$ cat src/rtl/alu_mul_seq_if.sv
// Operand/result bundle between the MIPS datapath and the iterative multiplier.
// Signal names keep the multiplier's own port naming so the datapath side reads naturally.
interface alu_mul_seq_if #(
    parameter int WIDTH = 32
);
    logic             start_i;
    logic             signed_i;
    logic [WIDTH-1:0] src1_i;
    logic [WIDTH-1:0] src2_i;
    logic             busy_o;
    logic             done_o;
    logic [WIDTH-1:0] hi_o;
    logic [WIDTH-1:0] lo_o;
    logic [1:0]       dbg_state_o;

    // Handshake: the requester raises start_i with operands and holds it until it sees busy_o;
    // start_i is accepted only while idle, busy_o covers the loop, done_o pulses one cycle with hi/lo valid.
    modport master (
        output start_i, signed_i, src1_i, src2_i,
        input  busy_o, done_o, hi_o, lo_o, dbg_state_o
    );

    modport slave (
        input  start_i, signed_i, src1_i, src2_i,
        output busy_o, done_o, hi_o, lo_o, dbg_state_o
    );
endinterface

$ cat src/rtl/alu_mul_seq.sv
// Iterative shift-add multiplier for MIPS mult/multu; writes HI/LO after a busy/done sequence.
// Optional macro ALU_MUL_EARLY_EXIT_EN ends the loop once the remaining multiplier bits are zero.
module alu_mul_seq #(
    parameter int WIDTH = 32
) (
    input  logic         clk_i,
    input  logic         rst_i,
    alu_mul_seq_if.slave bus
);
    localparam int CW = $clog2(WIDTH + 1);

    typedef enum logic [1:0] {
        ST_IDLE = 2'd0,
        ST_RUN  = 2'd1,
        ST_DONE = 2'd2
    } state_e;

    state_e               state_q, state_d;
    logic [2*WIDTH-1:0]   acc_q, acc_d;
    logic [2*WIDTH-1:0]   mcand_q, mcand_d;
    logic [WIDTH-1:0]     mplier_q, mplier_d;
    logic [WIDTH-1:0]     hi_q, hi_d;
    logic [WIDTH-1:0]     lo_q, lo_d;
    logic [CW-1:0]        cnt_q, cnt_d;
    logic                 neg_q, neg_d;
    logic                 busy_q, busy_d;
    logic                 done_q, done_d;

    logic [WIDTH-1:0]     mag1, mag2, mplier_shr;
    logic [2*WIDTH-1:0]   acc_sum, product;
    logic [CW-1:0]        cnt_inc;
    logic                 run_exit;

    always_comb begin
        // Signed operands run through the unsigned loop as magnitudes; the sign is reapplied at the end.
        mag1       = (bus.signed_i && bus.src1_i[WIDTH-1]) ? ('0 - bus.src1_i) : bus.src1_i;
        mag2       = (bus.signed_i && bus.src2_i[WIDTH-1]) ? ('0 - bus.src2_i) : bus.src2_i;
        acc_sum    = mplier_q[0] ? (acc_q + mcand_q) : acc_q;
        mplier_shr = mplier_q >> 1;
        cnt_inc    = cnt_q + CW'(1);
        product    = neg_q ? ('0 - acc_sum) : acc_sum;
`ifdef ALU_MUL_EARLY_EXIT_EN
        run_exit   = (cnt_inc == CW'(WIDTH)) || (mplier_shr == '0);
`else
        run_exit   = (cnt_inc == CW'(WIDTH));
`endif

        state_d  = state_q;
        acc_d    = acc_q;
        mcand_d  = mcand_q;
        mplier_d = mplier_q;
        cnt_d    = cnt_q;
        neg_d    = neg_q;
        busy_d   = busy_q;
        done_d   = done_q;
        hi_d     = hi_q;
        lo_d     = lo_q;

        case (state_q)
            ST_IDLE: begin
                if (bus.start_i) begin
                    mcand_d  = {{WIDTH{1'b0}}, mag1};
                    mplier_d = mag2;
                    acc_d    = '0;
                    cnt_d    = '0;
                    neg_d    = bus.signed_i & (bus.src1_i[WIDTH-1] ^ bus.src2_i[WIDTH-1]);
                    state_d  = ST_RUN;
                    busy_d   = 1'b1;
                    done_d   = 1'b0;
                end
            end
            ST_RUN: begin
                acc_d    = acc_sum;
                mcand_d  = mcand_q << 1;
                mplier_d = mplier_shr;
                cnt_d    = cnt_inc;
                if (run_exit) begin
                    state_d = ST_DONE;
                    busy_d  = 1'b0;
                    done_d  = 1'b1;
                    hi_d    = product[2*WIDTH-1:WIDTH];
                    lo_d    = product[WIDTH-1:0];
                end
            end
            ST_DONE: begin
                state_d = ST_IDLE;
                done_d  = 1'b0;
            end
            default: begin
                state_d = ST_IDLE;
                busy_d  = 1'b0;
                done_d  = 1'b0;
            end
        endcase
    end

    always_ff @(posedge clk_i) begin
        if (!rst_i) begin
            state_q  <= ST_IDLE;
            acc_q    <= '0;
            mcand_q  <= '0;
            mplier_q <= '0;
            cnt_q    <= '0;
            neg_q    <= 1'b0;
            busy_q   <= 1'b0;
            done_q   <= 1'b0;
            hi_q     <= '0;
            lo_q     <= '0;
        end else begin
            state_q  <= state_d;
            acc_q    <= acc_d;
            mcand_q  <= mcand_d;
            mplier_q <= mplier_d;
            cnt_q    <= cnt_d;
            neg_q    <= neg_d;
            busy_q   <= busy_d;
            done_q   <= done_d;
            hi_q     <= hi_d;
            lo_q     <= lo_d;
        end
    end

    assign bus.busy_o      = busy_q;
    assign bus.done_o      = done_q;
    assign bus.hi_o        = hi_q;
    assign bus.lo_o        = lo_q;
    assign bus.dbg_state_o = state_q;
endmodule

$ cat src/flat_wrapper.sv
// flat-port wrapper written by rule: the top's interface ports become plain ports
module alu_mul_seq_flat 
#(
    parameter int WIDTH = 32
)
  (clk_i, rst_i, bus_start_i, bus_signed_i, bus_src1_i, bus_src2_i, bus_busy_o, bus_done_o, bus_hi_o, bus_lo_o, bus_dbg_state_o);
  alu_mul_seq_if #(.WIDTH(WIDTH)) bus_i ();
  input  logic clk_i;
  input  logic rst_i;
  input wire logic [$bits(bus_i.start_i)-1:0] bus_start_i;
  input wire logic [$bits(bus_i.signed_i)-1:0] bus_signed_i;
  input wire logic [$bits(bus_i.src1_i)-1:0] bus_src1_i;
  input wire logic [$bits(bus_i.src2_i)-1:0] bus_src2_i;
  output wire logic [$bits(bus_i.busy_o)-1:0] bus_busy_o;
  output wire logic [$bits(bus_i.done_o)-1:0] bus_done_o;
  output wire logic [$bits(bus_i.hi_o)-1:0] bus_hi_o;
  output wire logic [$bits(bus_i.lo_o)-1:0] bus_lo_o;
  output wire logic [$bits(bus_i.dbg_state_o)-1:0] bus_dbg_state_o;
  assign bus_i.start_i = bus_start_i;
  assign bus_i.signed_i = bus_signed_i;
  assign bus_i.src1_i = bus_src1_i;
  assign bus_i.src2_i = bus_src2_i;
  assign bus_busy_o = bus_i.busy_o;
  assign bus_done_o = bus_i.done_o;
  assign bus_hi_o = bus_i.hi_o;
  assign bus_lo_o = bus_i.lo_o;
  assign bus_dbg_state_o = bus_i.dbg_state_o;
  alu_mul_seq #(.WIDTH(WIDTH)) u_core (.clk_i(clk_i), .rst_i(rst_i), .bus(bus_i));
endmodule
$ cat config.mk
export PLATFORM = sky130hd
export DESIGN_NAME = alu_mul_seq_flat
export DESIGN_NICKNAME = d
export VERILOG_FILES = /design/src/rtl/alu_mul_seq_if.sv /design/src/rtl/alu_mul_seq.sv /design/src/flat_wrapper.sv
export SDC_FILE = /design/constraint.sdc
export NUM_CORES = 1
export LEC_CHECK = 0
export CELL_PAD_IN_SITES_DETAIL_PLACEMENT = 1
export CELL_PAD_IN_SITES_GLOBAL_PLACEMENT = 1
export CORE_ASPECT_RATIO = 1.75
export CORE_MARGIN = 5
export CORE_UTILIZATION = 48
export CTS_BUF_LIST = sky130_fd_sc_hd__clkbuf_2
export CTS_CLUSTER_DIAMETER = 150
export DETAILED_ROUTE_END_ITERATION = 6
export PLACE_DENSITY = 0.94
export SETUP_SLACK_MARGIN = 0.1
export SYNTH_ARGS = -nofsm -noshare
export SYNTH_HDL_FRONTEND = slang
export SYNTH_SLANG_ARGS = --single-unit
$ cat constraint.sdc
create_clock -name clk_i -period 7.48 [get_ports clk_i]
set_input_delay 1.122 -clock clk_i [delete_from_list [all_inputs] [get_ports clk_i]]
set_output_delay 1.122 -clock clk_i [all_outputs]
set_load 0.005 [all_outputs]
Word-level counts from Yosys, hierarchy flattened
Cells that the tools add are included.
{"block": "totals", "reg_bits": 235, "latchBits": 0, "mem_bits_rw": 0, "romBits": 0, "inputBits": 68, "out_inout_bits": 68, "word_cells": 53, "memories": 0}
{"block": "op_classes", "addsub": 5, "mul": 0, "n_div": 0, "n_lt_le_gt_ge": 0, "n_eq_ne": 5, "n_shift": 0, "mux": 21, "bitwise": 3, "reduce_logical": 9}
{"cell": "two-way mux 64 bit", "count": 4}
{"cell": "one-hot mux 64 bit (2 select lines)", "count": 2}
{"cell": "two-way mux 32 bit", "count": 3}
{"cell": "adder 64 bit", "count": 1}
{"cell": "one-hot mux 32 bit (2 select lines)", "count": 1}
{"cell": "subtractor 1 x 32 -> 32 bit (first input constant)", "count": 2}
{"cell": "subtractor 1 x 64 -> 64 bit (first input constant)", "count": 1}
{"cell": "one-hot mux 6 bit (2 select lines)", "count": 1}
{"cell": "AND reduction 2 bit", "count": 4}
{"cell": "adder 6 x 1 -> 6 bit (second input constant)", "count": 1}
{"cell": "== test 6 bit (second input constant)", "count": 1}
{"cell": "two-way mux 6 bit", "count": 1}
{"cell": "two-way mux 1 bit", "count": 4}
{"cell": "two-way mux 2 bit", "count": 2}
{"cell": "one-hot mux 2 bit (2 select lines)", "count": 1}
{"cell": "one-hot mux 1 bit (3 select lines)", "count": 1}
{"cell": "AND reduction 3 bit", "count": 1}
{"cell": "== test 2 x 1 -> 1 bit (second input constant)", "count": 1}
{"cell": "== test 2 bit (second input constant)", "count": 1}
{"cell": "logical AND 1 bit", "count": 2}
{"cell": "zero test 2 bit", "count": 1}
{"cell": "inequality test 2 x 1 -> 1 bit (second input constant)", "count": 1}
{"cell": "inequality test 2 bit (second input constant)", "count": 1}
{"cell": "one-hot mux 1 bit (2 select lines)", "count": 1}
{"cell": "other kinds (4)", "count": 4}

Logic depth before layout (Yosys ltp)
{"block": "logic_depth", "depth_word": 4, "depth_mapped": 17, "mapped_depth_nobuf": 15}

Least setup slack after synthesis
Ideal clock, no wire load.
{"block": "synth_timing", "path_kind": "flip-flop to flip-flop", "from": "reg u_core.mcand_q[0]", "to": "reg u_core.hi_q[27] (netlist: u_core.bus.hi_o[27])", "setup_time_ps": 74, "arrival_time_ps": 4080, "required_time_ps": 7406, "path_slack_ps": 3326, "path_stages_with_launch": 18, "n_path_buf": 2, "synth_period_minus_slack_ps": 4154, "cell_sequence": "dfxtp_1 -> ha_1 -> inv_1 -> fa_1 -> nor2b_1 -> o311a_1 -> buf_6 -> o21a_1 -> o31ai_1 -> or3_1 -> a211o_1 -> or3_4 -> or4_4 -> buf_6 -> nor2_8 -> nand2_4 -> or4_1 -> a31oi_1"}
{"block": "synth_between", "elab_chain_len": 4}
{"item": "start, declared", "line_no": "alu_mul_seq.sv:20", "text": "logic [2*WIDTH-1:0] mcand_q, mcand_d;"}
{"item": "start signal, assigned", "line_no": "alu_mul_seq.sv:112", "text": "mcand_q <= mcand_d;"}
{"item": "adder 64 bit (*)", "line_no": "alu_mul_seq.sv:38", "text": "acc_sum = mplier_q[0] ? (acc_q + mcand_q) : acc_q;"}
{"item": "two-way mux 64 bit (*)", "line_no": "alu_mul_seq.sv:38"}
{"item": "subtractor 1 x 64 -> 64 bit", "line_no": "alu_mul_seq.sv:41", "text": "product = neg_q ? ('0 - acc_sum) : acc_sum;"}
{"item": "two-way mux 64 bit (*)", "line_no": "alu_mul_seq.sv:41"}
{"item": "end signal, assigned", "line_no": "alu_mul_seq.sv:118", "text": "hi_q <= hi_d;"}
{"item": "end, declared", "line_no": "alu_mul_seq.sv:22", "text": "logic [WIDTH-1:0] hi_q, hi_d;"}
Mark *: on every way between the ends. The rest lies on a longest branch, timed or not.
A chain may end at the register's enable or synchronous reset.

Final worst setup path
Same ends and word-level chain as after synthesis.

==> results.py <==
metrics = {
    "detailed_routing": {
        "via_count": 18700,
        "firstDrtPassIters": 7,
        "route.final.wire_length_um": 71440,
        "wl_per_cell_um": 25.63,
        "drc_errors": 13,
        "ant_nets": 0,
        "first_iter_violations": 1370,
        "viasPerCell": 6.710,
    },
    "floorplanning": {
        "fp.dieW_um": 150.3,
        "num_io_pins": 136,
        "rows": 90,
        "coreArea_um2": 34230,
        "die_area_um2": 38400,
        "initial_core_util": 0.4829,
        "die_y_um": 255.5,
    },
    "setup_path": {
        "slowest_stage": "o31ai_1",
        "worstPathCellList": "ha_1 -> inv_1 -> fa_1 -> nor2b_1 -> o311a_1 -> a221oi_4 -> o221ai_1 -> xor2_1 -> o31ai_1 -> o2111ai_1 -> nor2_8 -> nand2_4 -> or4_1 -> a31oi_1",
        "path_class": "register to register",
        "worstSetupStartpointType": "register",
        "cp_max_fo": 10,
        "crit_arrival_ps": 6230,
        "endpoint_kind": "register",
        "max_stage_delay_ps": 900,
        "cp_data_required_time_ps": 8460,
    },
    "power": {
        "p_leak_nw": 6.763,
        "p_per_area_nw_per_um2": 149.0,
        "ir_drop_v": 0.0001294,
        "total_power_mw": 2.758,
    },
    "sta": {
        "worstMarginPinSlew_ps": 1297,
        "setup_viol": 0,
        "slew_violations": 0,
        "finalHoldViolCount": 0,
        "period_share": 0.7028,
        "rsz0062_at_grt": "false",
        "relSlewSlack": 0.1356,
        "skew_ps": 106.7,
        "setup-tns-final_ps": 0,
        "fmax_mhz": 190.2,
        "fin_crit_ps": 5257,
    },
    "global_route": {
        "overflow": 0,
        "track_usage": 0.3647,
        "antenna_found_initial": 3,
        "grt_max_degree": 135,
        "first_global_vias": 20160,
        "grt_pass1_wl_um": 110200,
    },
    "clocking": {
        "cts_sinks": 234,
        "clock_path_buffers": 3,
        "cts_resized": 0,
        "cts_root_buffer": "clkbuf_2",
        "path_clk_slew_ps": 110,
        "clock_latency_ps": 1070,
        "holdBufCountCts": 0,
        "cts_buffers": 59,
        "htreeDepth": 2,
        "cts_tree": "done",
        "postCtsSetupBuffers": 0,
    },
    "synthesis": {
        "synth_ff_type": "dfxtp_1",
        "yosys_warnings": 0,
        "seq_area_frac_synth": 0.2834,
        "ys_async_sr_fraction": 0,
        "syn_nets": 2358,
        "synth_cells": 2222,
        "syn_area_um2": 16530,
        "synth_area_per_cell_um2": 7.440,
        "synth_seq_cells": 234,
        "synth_edf_count": 0,
        "yosysUniqueCellTypes": 87,
    },
    "finish": {
        "fin_nets": 2416,
        "synthToLayoutAreaGrowth_pct": 11.99,
        "drive_gt1_frac": 0.06065,
    },
    "run": {
        "timing.max_cap.violations": 0,
    },
    "outcome": {
        "status": "finished with violations",
        "failed_checks": "design-rule violations",
    },
    "place": {
        "hpwl_um": 53080,
        "place.gp.congestion": 1.020,
        "io_buffers": 135,
    },
    "min_path": {
        "worstHoldPathType": "register to register",
    },
}
path summary, 6_finish.rpt:
check / from / endpoint / slack [ps] / depth (start not counted)
worst min register to register: u_core.bus.lo_o[10] / u_core.bus.lo_o[10] / 480 / 2
worst max-delay path: u_core.mcand_q[0] / u_core.bus.hi_o[27] / 2220 / 14
worst min-delay path: u_core.bus.lo_o[10] / u_core.bus.lo_o[10] / 480 / 2
worst max register to register: u_core.mcand_q[0] / u_core.bus.hi_o[27] / 2220 / 14
final cells by class:
cell class / instances / area, um2
antenna: 2 / 5.005
clock buffer: 75 / 375.4
clock inverter: 31 / 132.6
fill: 4421 / 15720
inverter: 35 / 136.4
multi-input combinational: 1799 / 11130
sequential: 234 / 4690
tap: 460 / 575.6
timing repair buffer: 151 / 1471
sequential cells by signal (all words and copies together), names as in the netlist:
| signal | count |
|---|---|
| u_core.acc_q | 64 |
| u_core.bus.busy_o | 1 |
| u_core.bus.dbg_state_o | 2 |
| u_core.bus.hi_o | 32 |
| u_core.bus.lo_o | 32 |
| u_core.cnt_q | 6 |
| u_core.mcand_q | 64 |
| u_core.mplier_q | 32 |
| u_core.neg_q | 1 |
cells by family (layout without fill, tap and decap cells):
logic type      count (synthesis)  count (layout)  share of synthesized area
buf+inv                       189             292                    0.04435
other cells                     0               2                          0
xor+xnor                      128             128                    0.06781
fa+ha+maj                      68              68                    0.05192
mux                            24              24                    0.01506
simple gates                  862             862                     0.2423
flops                         234             234                     0.2834
compound gates                717             717                     0.2952
per-layer routing:
| metal | track usage | share of wire | vias up | wire, um |
|---|---|---|---|---|
| met5 | 0 | 0.00013 | - | 9 |
| met4 | 0.3799 | 0.13 | 2 | 9193 |
| met3 | 0.05633 | 0.042 | 412 | 3009 |
| met2 | 0.6496 | 0.51 | 754 | 36550 |
| met1 | 0.3288 | 0.32 | 9084 | 22680 |
| li1 | - | - | 8449 | - |
power by group:
group / switching [mW] / internal [mW] / leakage, nW
Clock: 0.612 / 0.285 / 0.377
Combinational: 0.355 / 0.188 / 4.49
Sequential: 0.0419 / 1.28 / 1.90
stage by stage:
step                      instance area, um2  utilization  hold WS (ps)  worst slack [ps]  instances
after floorplan                        16530            -         448.2              3326       2222
after global placement                 18000       0.5258         442.5              2479       2679
after detailed placement               18000       0.5258         447.0              2216       2679
after CTS                              18510       0.5407         474.6              2302       2785
after global routing                   18510       0.5408         499.5              1994       2787
final                                  18510       0.5408         475.4              2223       2787
critical path, delay by kind of cell, from the launching register on:
kind / cells / cell delay, ps
AOI/OAI and AO/OA: 6 / 2830
xor gates and xnor gates: 1 / 230
adders and majority gates: 2 / 620
buffers and inverters: 1 / 70
DFF: 1 / 430
and+or+nand+nor: 4 / 1070
placed cells by master (no fill, tap or decap), drive strengths merged, types with 18 or more instances in the layout:
| master | count |
|---|---|
| a211oi | 21 |
| a21o | 26 |
| a21oi | 198 |
| a222oi | 60 |
| a22oi | 79 |
| a31oi | 18 |
| and3 | 23 |
| clkbuf | 75 |
| clkdlybuf4s50 | 135 |
| clkinv | 31 |
| dfxtp | 234 |
| ha | 67 |
| inv | 35 |
| nand2 | 229 |
| nand3 | 58 |
| nand4 | 51 |
| nor2 | 320 |
| nor3 | 48 |
| o21a | 18 |
| o21ai | 130 |
| o31ai | 32 |
| or3 | 23 |
| xnor2 | 85 |
| xor2 | 43 |
cells in the mapped netlist (34+ instances only):
| master | number | share of area |
|---|---|---|
| o21ai_0 | 126 | 0.038 |
| inv_1 | 34 | 0.0077 |
| a22oi_1 | 79 | 0.036 |
| a222oi_1 | 60 | 0.036 |
| nand4_1 | 51 | 0.019 |
| nand3_1 | 58 | 0.018 |
| nor3_1 | 48 | 0.015 |
| xor2_1 | 43 | 0.023 |
| clkbuf_1 | 128 | 0.029 |
| xnor2_1 | 85 | 0.045 |
| nand2_1 | 228 | 0.052 |
| dfxtp_1 | 234 | 0.28 |
| a21oi_1 | 198 | 0.060 |
| nor2_1 | 319 | 0.072 |
| ha_1 | 67 | 0.051 |
(Power assumes the default switching activity.)
